`src/rtl/instr_encoder_pkg.sv`:
```
// Shared types and constants for the RV32I instruction encoder.
package instr_encoder_pkg;

    localparam int unsigned XLEN  = 32;
    localparam int unsigned OPC_W = 7;
    localparam int unsigned REG_W = 5;
    localparam int unsigned F3_W  = 3;
    localparam int unsigned SRC_W = 3;

    // Immediate format selector; encodings 5..7 are illegal.
    typedef enum logic [SRC_W-1:0] {
        IMM_I = 3'd0,
        IMM_S = 3'd1,
        IMM_B = 3'd2,
        IMM_J = 3'd3,
        IMM_U = 3'd4
    } imm_src_t;

    // RV32I major opcodes.
    localparam logic [OPC_W-1:0] OP_LOAD   = 7'b0000011;
    localparam logic [OPC_W-1:0] OP_IMM    = 7'b0010011;
    localparam logic [OPC_W-1:0] OP_AUIPC  = 7'b0010111;
    localparam logic [OPC_W-1:0] OP_STORE  = 7'b0100011;
    localparam logic [OPC_W-1:0] OP_REG    = 7'b0110011;
    localparam logic [OPC_W-1:0] OP_LUI    = 7'b0110111;
    localparam logic [OPC_W-1:0] OP_BRANCH = 7'b1100011;
    localparam logic [OPC_W-1:0] OP_JALR   = 7'b1100111;
    localparam logic [OPC_W-1:0] OP_JAL    = 7'b1101111;

    // Representable immediate ranges per format.
    localparam int IMM12_MIN = -2048;
    localparam int IMM12_MAX = 2047;
    localparam int IMMB_MIN  = -4096;
    localparam int IMMB_MAX  = 4094;
    localparam int IMMJ_MIN  = -(1 << 20);
    localparam int IMMJ_MAX  = (1 << 20) - 2;

    // Packed word plus error sideband carried through the pipeline.
    typedef struct packed {
        logic [XLEN-1:0] word;
        logic            err;
    } enc_word_t;

endpackage

```
`src/rtl/instr_encoder_if.sv`:
```
// Field-bundle input and instruction output handshake bus of the encoder.
interface instr_encoder_if;
    import instr_encoder_pkg::*;

    logic                 in_valid;
    logic                 in_ready;
    logic [SRC_W-1:0]     immSrc;
    logic [OPC_W-1:0]     opcode;
    logic [REG_W-1:0]     rd;
    logic [F3_W-1:0]      funct3;
    logic [REG_W-1:0]     rs1;
    logic [REG_W-1:0]     rs2;
    logic [XLEN-1:0]      imm;
    logic                 out_valid;
    logic                 out_ready;
    logic [XLEN-1:0]      instr;
    logic                 out_err;

    modport master (
        output in_valid, immSrc, opcode, rd, funct3, rs1, rs2, imm, out_ready,
        input  in_ready, out_valid, instr, out_err
    );

    modport slave (
        input  in_valid, immSrc, opcode, rd, funct3, rs1, rs2, imm, out_ready,
        output in_ready, out_valid, instr, out_err
    );

endinterface

```
`src/rtl/instr_encoder_imm_pack.sv`:
```
// Combinational packer: fields + immediate -> RV32I word and error flag.
// Build option ENC_RANGE_CHK_EN adds immediate-representability checking.
module instr_encoder_imm_pack
    import instr_encoder_pkg::*;
(
    input  logic [SRC_W-1:0] imm_src,
    input  logic [OPC_W-1:0] opcode,
    input  logic [REG_W-1:0] rd,
    input  logic [F3_W-1:0]  funct3,
    input  logic [REG_W-1:0] rs1,
    input  logic [REG_W-1:0] rs2,
    input  logic [XLEN-1:0]  imm,
    output logic [XLEN-1:0]  word_c,
    output logic             err_c
);

    logic illegal_c;

    // Place immediate bits per format; unused fields stay zero.
    always_comb begin
        word_c    = {25'b0, opcode};
        illegal_c = 1'b0;
        case (imm_src)
            IMM_I:   word_c = {imm[11:0], rs1, funct3, rd, opcode};
            IMM_S:   word_c = {imm[11:5], rs2, rs1, funct3, imm[4:0], opcode};
            IMM_B:   word_c = {imm[12], imm[10:5], rs2, rs1, funct3,
                               imm[4:1], imm[11], opcode};
            IMM_J:   word_c = {imm[20], imm[10:1], imm[11], imm[19:12], rd, opcode};
            IMM_U:   word_c = {imm[31:12], rd, opcode};
            default: illegal_c = 1'b1;
        endcase
    end

`ifdef ENC_RANGE_CHK_EN
    logic               range_err_c;
    logic signed [31:0] simm;

    assign simm = $signed(imm);

    // Flag immediates the selected format cannot represent exactly.
    always_comb begin
        range_err_c = 1'b0;
        case (imm_src)
            IMM_I, IMM_S: range_err_c = (simm < IMM12_MIN) || (simm > IMM12_MAX);
            IMM_B:        range_err_c = (simm < IMMB_MIN) || (simm > IMMB_MAX) || imm[0];
            IMM_J:        range_err_c = (simm < IMMJ_MIN) || (simm > IMMJ_MAX) || imm[0];
            IMM_U:        range_err_c = |imm[11:0];
            default:      range_err_c = 1'b0;
        endcase
    end

    assign err_c = illegal_c | range_err_c;
`else
    assign err_c = illegal_c;
`endif

endmodule

```
`src/rtl/instr_encoder.sv`:
```
// Streaming RV32I instruction encoder: 2-stage valid/ready pipeline around
// the immediate packer, with an emitted-instruction counter.
// Build option ENC_RANGE_CHK_EN enables immediate range errors.
module instr_encoder
    import instr_encoder_pkg::*;
#(
    parameter int unsigned CNT_W = 16
)
(
    input  logic             clk,
    input  logic             rst,
    instr_encoder_if.slave   bus,
    output logic [CNT_W-1:0] enc_count
);

    logic [XLEN-1:0] pack_word_c;
    logic            pack_err_c;
    enc_word_t       s1_q;
    enc_word_t       s2_q;
    logic            s1_valid;
    logic            s2_valid;
    logic            s2_free_c;
    logic            s1_free_c;
    logic            emit_c;

    instr_encoder_imm_pack u_pack (
        .imm_src (bus.immSrc),
        .opcode  (bus.opcode),
        .rd      (bus.rd),
        .funct3  (bus.funct3),
        .rs1     (bus.rs1),
        .rs2     (bus.rs2),
        .imm     (bus.imm),
        .word_c  (pack_word_c),
        .err_c   (pack_err_c)
    );

    // A stage may load when empty or when its content moves on this cycle.
    assign s2_free_c    = !s2_valid || bus.out_ready;
    assign s1_free_c    = !s1_valid || s2_free_c;
    assign emit_c       = s2_valid && bus.out_ready;
    assign bus.in_ready = s1_free_c;

    // Pipeline stages and emitted-instruction counter.
    always_ff @(posedge clk) begin
        if (rst) begin
            s1_valid  <= 1'b0;
            s1_q      <= '0;
            s2_valid  <= 1'b0;
            s2_q      <= '0;
            enc_count <= '0;
        end else begin
            if (s1_free_c) begin
                s1_valid <= bus.in_valid;
                if (bus.in_valid) begin
                    s1_q.word <= pack_word_c;
                    s1_q.err  <= pack_err_c;
                end
            end
            if (s2_free_c) begin
                s2_valid <= s1_valid;
                if (s1_valid) begin
                    s2_q <= s1_q;
                end
            end
            if (emit_c) begin
                enc_count <= enc_count + CNT_W'(1);
            end
        end
    end

    assign bus.out_valid = s2_valid;
    assign bus.instr     = s2_q.word;
    assign bus.out_err   = s2_q.err;

endmodule
```
`src/flat_wrapper.sv`:
```
// flat-port wrapper written by rule: the top's interface ports become plain ports
module instr_encoder_flat import instr_encoder_pkg::*;
#(
    parameter int unsigned CNT_W = 16
)
  (clk, rst, enc_count, bus_in_valid, bus_immSrc, bus_opcode, bus_rd, bus_funct3, bus_rs1, bus_rs2, bus_imm, bus_out_ready, bus_in_ready, bus_out_valid, bus_instr, bus_out_err);
  instr_encoder_if bus_i ();
  input  logic clk;
  input  logic rst;
  output logic [CNT_W-1:0] enc_count;
  input wire logic [$bits(bus_i.in_valid)-1:0] bus_in_valid;
  input wire logic [$bits(bus_i.immSrc)-1:0] bus_immSrc;
  input wire logic [$bits(bus_i.opcode)-1:0] bus_opcode;
  input wire logic [$bits(bus_i.rd)-1:0] bus_rd;
  input wire logic [$bits(bus_i.funct3)-1:0] bus_funct3;
  input wire logic [$bits(bus_i.rs1)-1:0] bus_rs1;
  input wire logic [$bits(bus_i.rs2)-1:0] bus_rs2;
  input wire logic [$bits(bus_i.imm)-1:0] bus_imm;
  input wire logic [$bits(bus_i.out_ready)-1:0] bus_out_ready;
  output wire logic [$bits(bus_i.in_ready)-1:0] bus_in_ready;
  output wire logic [$bits(bus_i.out_valid)-1:0] bus_out_valid;
  output wire logic [$bits(bus_i.instr)-1:0] bus_instr;
  output wire logic [$bits(bus_i.out_err)-1:0] bus_out_err;
  assign bus_i.in_valid = bus_in_valid;
  assign bus_i.immSrc = bus_immSrc;
  assign bus_i.opcode = bus_opcode;
  assign bus_i.rd = bus_rd;
  assign bus_i.funct3 = bus_funct3;
  assign bus_i.rs1 = bus_rs1;
  assign bus_i.rs2 = bus_rs2;
  assign bus_i.imm = bus_imm;
  assign bus_i.out_ready = bus_out_ready;
  assign bus_in_ready = bus_i.in_ready;
  assign bus_out_valid = bus_i.out_valid;
  assign bus_instr = bus_i.instr;
  assign bus_out_err = bus_i.out_err;
  instr_encoder #(.CNT_W(CNT_W)) u_core (.clk(clk), .rst(rst), .bus(bus_i), .enc_count(enc_count));
endmodule
```
`config.mk`:
```
export PLATFORM = sky130hd
export DESIGN_NAME = instr_encoder_flat
export DESIGN_NICKNAME = d
export VERILOG_FILES = /design/src/rtl/instr_encoder_pkg.sv /design/src/rtl/instr_encoder_if.sv /design/src/rtl/instr_encoder_imm_pack.sv /design/src/rtl/instr_encoder.sv /design/src/flat_wrapper.sv
export SDC_FILE = /design/constraint.sdc
export NUM_CORES = 1
export LEC_CHECK = 0
export BUFFER_PORTS_ARGS = -buffer_cell sky130_fd_sc_hd__clkbuf_2
export CAP_MARGIN = 20
export CORE_MARGIN = 2
export CORE_UTILIZATION = 40
export DETAILED_ROUTE_END_ITERATION = 7
export PLACE_DENSITY = 0.66
export SLEW_MARGIN = 20
export SYNTH_ARGS = -nofsm -noshare
export SYNTH_HDL_FRONTEND = slang
export SYNTH_SLANG_ARGS = --single-unit
```
`constraint.sdc`:
```
create_clock -name clk -period 1.4 [get_ports clk]
set_input_delay 0.28 -clock clk [delete_from_list [all_inputs] [get_ports clk]]
set_output_delay 0.28 -clock clk [all_outputs]
set_load 0.01 [all_outputs]
```
**Yosys cells after proc, flatten, opt, wreduce, memory -nomap -nowiden**

Cells that the tools add are included.

- Register bits: 84
- Bits of input ports: 64
- Output and inout bits: 51
- Logic and storage cells: 23

- Add/sub/neg operators: 1
- Eq/ne operators: 4
- Mux-type cells: 2
- Reductions and logical operators: 9

Operators by type and width:

| operator | count |
|---|---|
| 32-bit case mux with 5 select lines | 1 |
| 16-bit by 1-bit adder with 16-bit output, second input constant | 1 |
| 3-bit by 2-bit equality test with 1-bit output, second input constant | 2 |
| 5-bit OR reduction | 1 |
| 2-bit AND reduction | 2 |
| 3-bit by 1-bit equality test with 1-bit output, second input constant | 1 |
| 3-bit equality test, second input constant | 1 |
| 3-bit logical NOT | 1 |
| 1-bit logical NOT | 2 |
| 1-bit logical OR | 2 |
| 1-bit logical AND | 1 |
| 1-bit 2-to-1 mux | 1 |

**Longest topological paths before layout**

- Word-level depth: 4
- Mapped depth: 6

**By module**

A second synthesis with hierarchy kept.

- Cells, all modules: 497
- Area total of the unflattened synthesis: 3788.6 um^2

Modules (own cells, without submodules):

| module | instances | cells an instance | area each (um^2) |
|---|---|---|---|
| instr_encoder | 1 | 379 | 3037.9 |
| instr_encoder_imm_pack | 1 | 118 | 750.7 |

**Worst setup path after synthesis**

Ideal clock, no wire load.

- Path kind: reg-to-reg
- Start: register u_core.s2_valid (netlist: u_core.bus.out_valid)
- End: register u_core.enc_count[15]
- Library setup time: 0.121 ns
- Arrival: 1.516 ns
- Data required time: 1.279 ns
- Slack: -0.237 ns
- Stages on the path, launching flop included: 5
- Path buffers: 0
- Clock period less this slack: 1.637 ns
- Path through: dfxtp_1 > nand3_2 > nor4_4 > nor3b_2 > mux2_2

- Word-level cells in the longest chain between the ends: 1

RTL lines:

| what | RTL line | text |
|---|---|---|
| start, declared | instr_encoder.sv:21 | `logic s2_valid;` |
| start signal, assigned | instr_encoder.sv:61 | `s2_valid <= s1_valid;` |
| 1-bit logical AND | instr_encoder.sv:41 | `assign emit_c = s2_valid && bus.out_ready;` |
| end signal, assigned | instr_encoder.sv:67 | `enc_count <= enc_count + CNT_W'(1);` |
| end, declared | instr_encoder.sv:13 | `output logic [CNT_W-1:0] enc_count` |

No other way between the ends.
A chain may end at the register's enable or synchronous reset.

**Final worst setup path**

- Start: register u_core.enc_count[5]
- End: register u_core.enc_count[15]

- Word-level cells in the longest chain between the ends: 1

RTL lines:

| what | RTL line |
|---|---|
| 16-bit by 1-bit adder with 16-bit output | instr_encoder.sv:67 |

No other way between the ends.

==> impl_metrics.yaml <==
run_status:
  status: "finished, violations left"
  violations: "negative setup slack"
logic_synthesis:
  yosys.area.top_type_share_pct: 44.7
  synth_simple_gate_area_share_pct: 25.8
  synth_area_um2: 3770
  synth_top_area_cell: "dfxtp_1"
  avgSynthCellArea_um2: 7.98
  syn_inst: 472
  ys_seq_elements: 84
  synth_top_cells_by_count: "nand2_1, dfxtp_1, a21oi_1"
  synth_fa_ha_area_share_pct: 0.332
  synth_most_common_cell: "nand2_1"
  synth_nets: 537
  muxShareOfSynthArea_pct: 4.35
  synth_area_leaders: "dfxtp_1, nand2_1, a21oi_1"
  synth_edf_count: 0
  yosysWarnings: 0
  synth-xor-area-share_pct: 2.56
  ys_seq_area_share_pct: 44.7
  async_flop_share_pct: 0
  synth_top_family_by_area: "simple AND/OR/NAND/NOR gates"
  synth_cell_types: 37
  synth-compound-area-share_pct: 17.7
  ys.flop_type: "dfxtp_1"
grt:
  grt_max_degree: 32
  grt_pass1_wl_um: 16100
  antenna_found_initial: 0
  first_global_vias: 3488
  track_usage_pct: 19.6
  grt_remaining_overflow: 0
final_layout:
  multi_input_area_um2: 2030
  nFillCells: 878
  area_growth_pct: 37.4
  final_area_um2: 5170
  area.sequential_um2: 1710
  fin_nets: 675
  drive_above_1_share_pct: 35.8
  antenna_cells: 0
worst_setup_path:
  crit_slowest_cell: "dfxtp_4"
  crit_chain: "nand4_1 > nor4_4 > nor3b_2 > mux2_4"
  crit_type: "register to register"
  critPathBufInv: 0
  endpoint_kind: "register"
  crit_fanout: 2
  cp-start-kind: "register"
  worstPathRequired_ns: 1.63
  slowest_delay_ns: 0.35
  cpLargestDelayFamily: "simple AND/OR/NAND/NOR gates"
  worst-endpoint-arrival_ns: 1.70
clock_network:
  path_clk_slew_ns: 0.09
  clock_latency_ns: 0.35
  clockBufferDepth: 2
  cts_max_level: 3
  postCtsHoldBufs: 0
  root_buffer: "clkbuf_8"
  cts_sinks: 84
  cts_buffers: 9
  cts_tree: "built"
routing:
  firstDrtPassIters: 4
  wl_per_cell_um: 13.9
  via_count: 3753
  drc: 0
  ant_nets: 0
  drt-initial-drc-count: 142
  avgViaCountPerCell: 5.17
  routed_wirelength_um: 10100
floorplan:
  dieArea_um2: 10200
  initial_core_util_pct: 41.0
  die_w_um: 101
  die_y_um: 101
  ios: 115
  row_count: 35
  core_area_um2: 9200
sta:
  skew_ns: 0.0103
  fmaxAchievable_ghz: 0.684
  worst_slew_pin_slew_ns: 0.326
  period_share_pct: 104
  final-setup-viol-count: 5
  layout_setup_ws_ns: -0.0609
  max_slew_margin_pct: 78.1
  finalHoldViolCount: 0
  drv_slew: 0
  rsz0062_at_grt: "true"
  min_period_ns: 1.46
pwr:
  p_per_area_nw_per_um2: 990
  ir_drop_mv: 0.469
  p_leak_nw: 2.16
  power_mw: 5.12
place:
  place.gp.congestion: 0.821
  portBuffers: 114
  placed_cell_area_um2: 4740
  hpwl_um: 7320
worst_hold_path:
  min_path_type: "input pin to register"
run:
  cap_viol_max_count: 0
==> logic make-up after synthesis <==
| logic type | count (synthesis) |
|---|---|
| buf+inv | 40 |
| mux | 15 |
| xor+xnor | 11 |
| fa+ha+maj | 1 |
| compound gates | 114 |
| flops | 84 |
| simple gates | 207 |
==> through the flow <==
stage          setup WS, ns  util, %  instances  TNS [ns]  hold WS [ns]
6_report            -0.0609     56.3        726    -0.190         0.148
2_1_floorplan       -0.0757        -        472   -0.0757         0.409
3_3_place_gp         -0.123     51.6        701     -1.74         0.442
3_5_place_dp         -0.191     51.6        701     -3.45         0.446
5_1_grt              -0.146     56.3        726    -0.591         0.145
4_1_cts             -0.0971     54.3        720    -0.260         0.138
==> area by class of cell <==
type,count,share of cell area [%]
clock buffer,9,2.39
clock inverter,7,1.89
inverter,4,0.290
multi-input combinational,348,39.2
sequential,84,33.0
tap,111,2.68
timing repair buffer,163,20.5
==> power breakdown <==
group	switching, mW	internal [mW]
clock	0.900	1.02
sequential	0.0476	2.46
combinational	0.372	0.321
total	1.32	3.80
==> worst register-to-register path: cells and delay by family (launching register included) <==
family / cells / cell delay (ns)
and+or+nand+nor: 3 / 0.69
DFF: 1 / 0.35
muxes: 1 / 0.31
==> worst paths after layout <==
check	slack, ns	endpoint	start	depth (start not counted)
worst max-delay path	-0.06	u_core.enc_count[15]$_SDFFE_PP0P_	u_core.enc_count[5]$_SDFFE_PP0P_	4
worst min register to register	0.46	u_core.s1_q[7]$_SDFFE_PP0P_	u_core.s1_q[7]$_SDFFE_PP0P_	2
worst max register to register	-0.06	u_core.enc_count[15]$_SDFFE_PP0P_	u_core.enc_count[5]$_SDFFE_PP0P_	4
worst min-delay path	0.15	u_core.s1_q[7]$_SDFFE_PP0P_	bus_opcode[6]	3
==> flip-flops by register name (all words and copies together) (netlist names) <==
| register | count |
|---|---|
| u_core.bus.instr | 32 |
| u_core.bus.out_err | 1 |
| u_core.bus.out_valid | 1 |
| u_core.enc_count | 16 |
| u_core.s1_q | 33 |
| u_core.s1_valid | 1 |
==> cell usage in the layout (no fill, tap or decap), types with 2 or more instances in the layout <==
cell type,instances
dfxtp_1,74
and3_1,2
nand2_1,105
inv_1,4
nor2b_1,4
clkbuf_16,2
a22o_1,2
buf_12,6
a21oi_1,70
buf_6,3
nand3b_1,10
xnor2_1,2
bufinv_16,2
o21ai_1,2
clkbuf_8,9
a221oi_2,7
dfxtp_2,4
a211oi_1,9
and2_1,2
nor3_1,13
nand3_1,14
o21ai_0,9
and4_4,2
mux2_2,10
inv_6,2
dfxtp_4,6
mux2i_1,4
nor2_1,27
clkbuf_2,112
nand4_1,4
buf_4,39
a22oi_1,6
a221oi_1,4
xor2_1,8
nand2b_1,16
==> per-layer routing <==
| metal | global-route usage, % | up-vias | wire length (um) |
|---|---|---|---|
| li1 | - | 1910 | - |
| met1 | 26.5 | 1740 | 4830 |
| met2 | 31.1 | 95 | 4750 |
| met3 | 3.40 | 8 | 421 |
| met4 | 7.59 | 0 | 112 |
| met5 | 0 | - | 0 |
==> timing repair <==
action | CTS | global route
endpoints found under the hold margin | 0 | 0
pin swaps | 3 | 8
gates cloned | 0 | 2
endpoints found under the setup margin | 11 | 33
buffers inserted | 3 | 4
resized for setup | 2 | 24
Note: power is estimated with default switching activity, not from simulation.
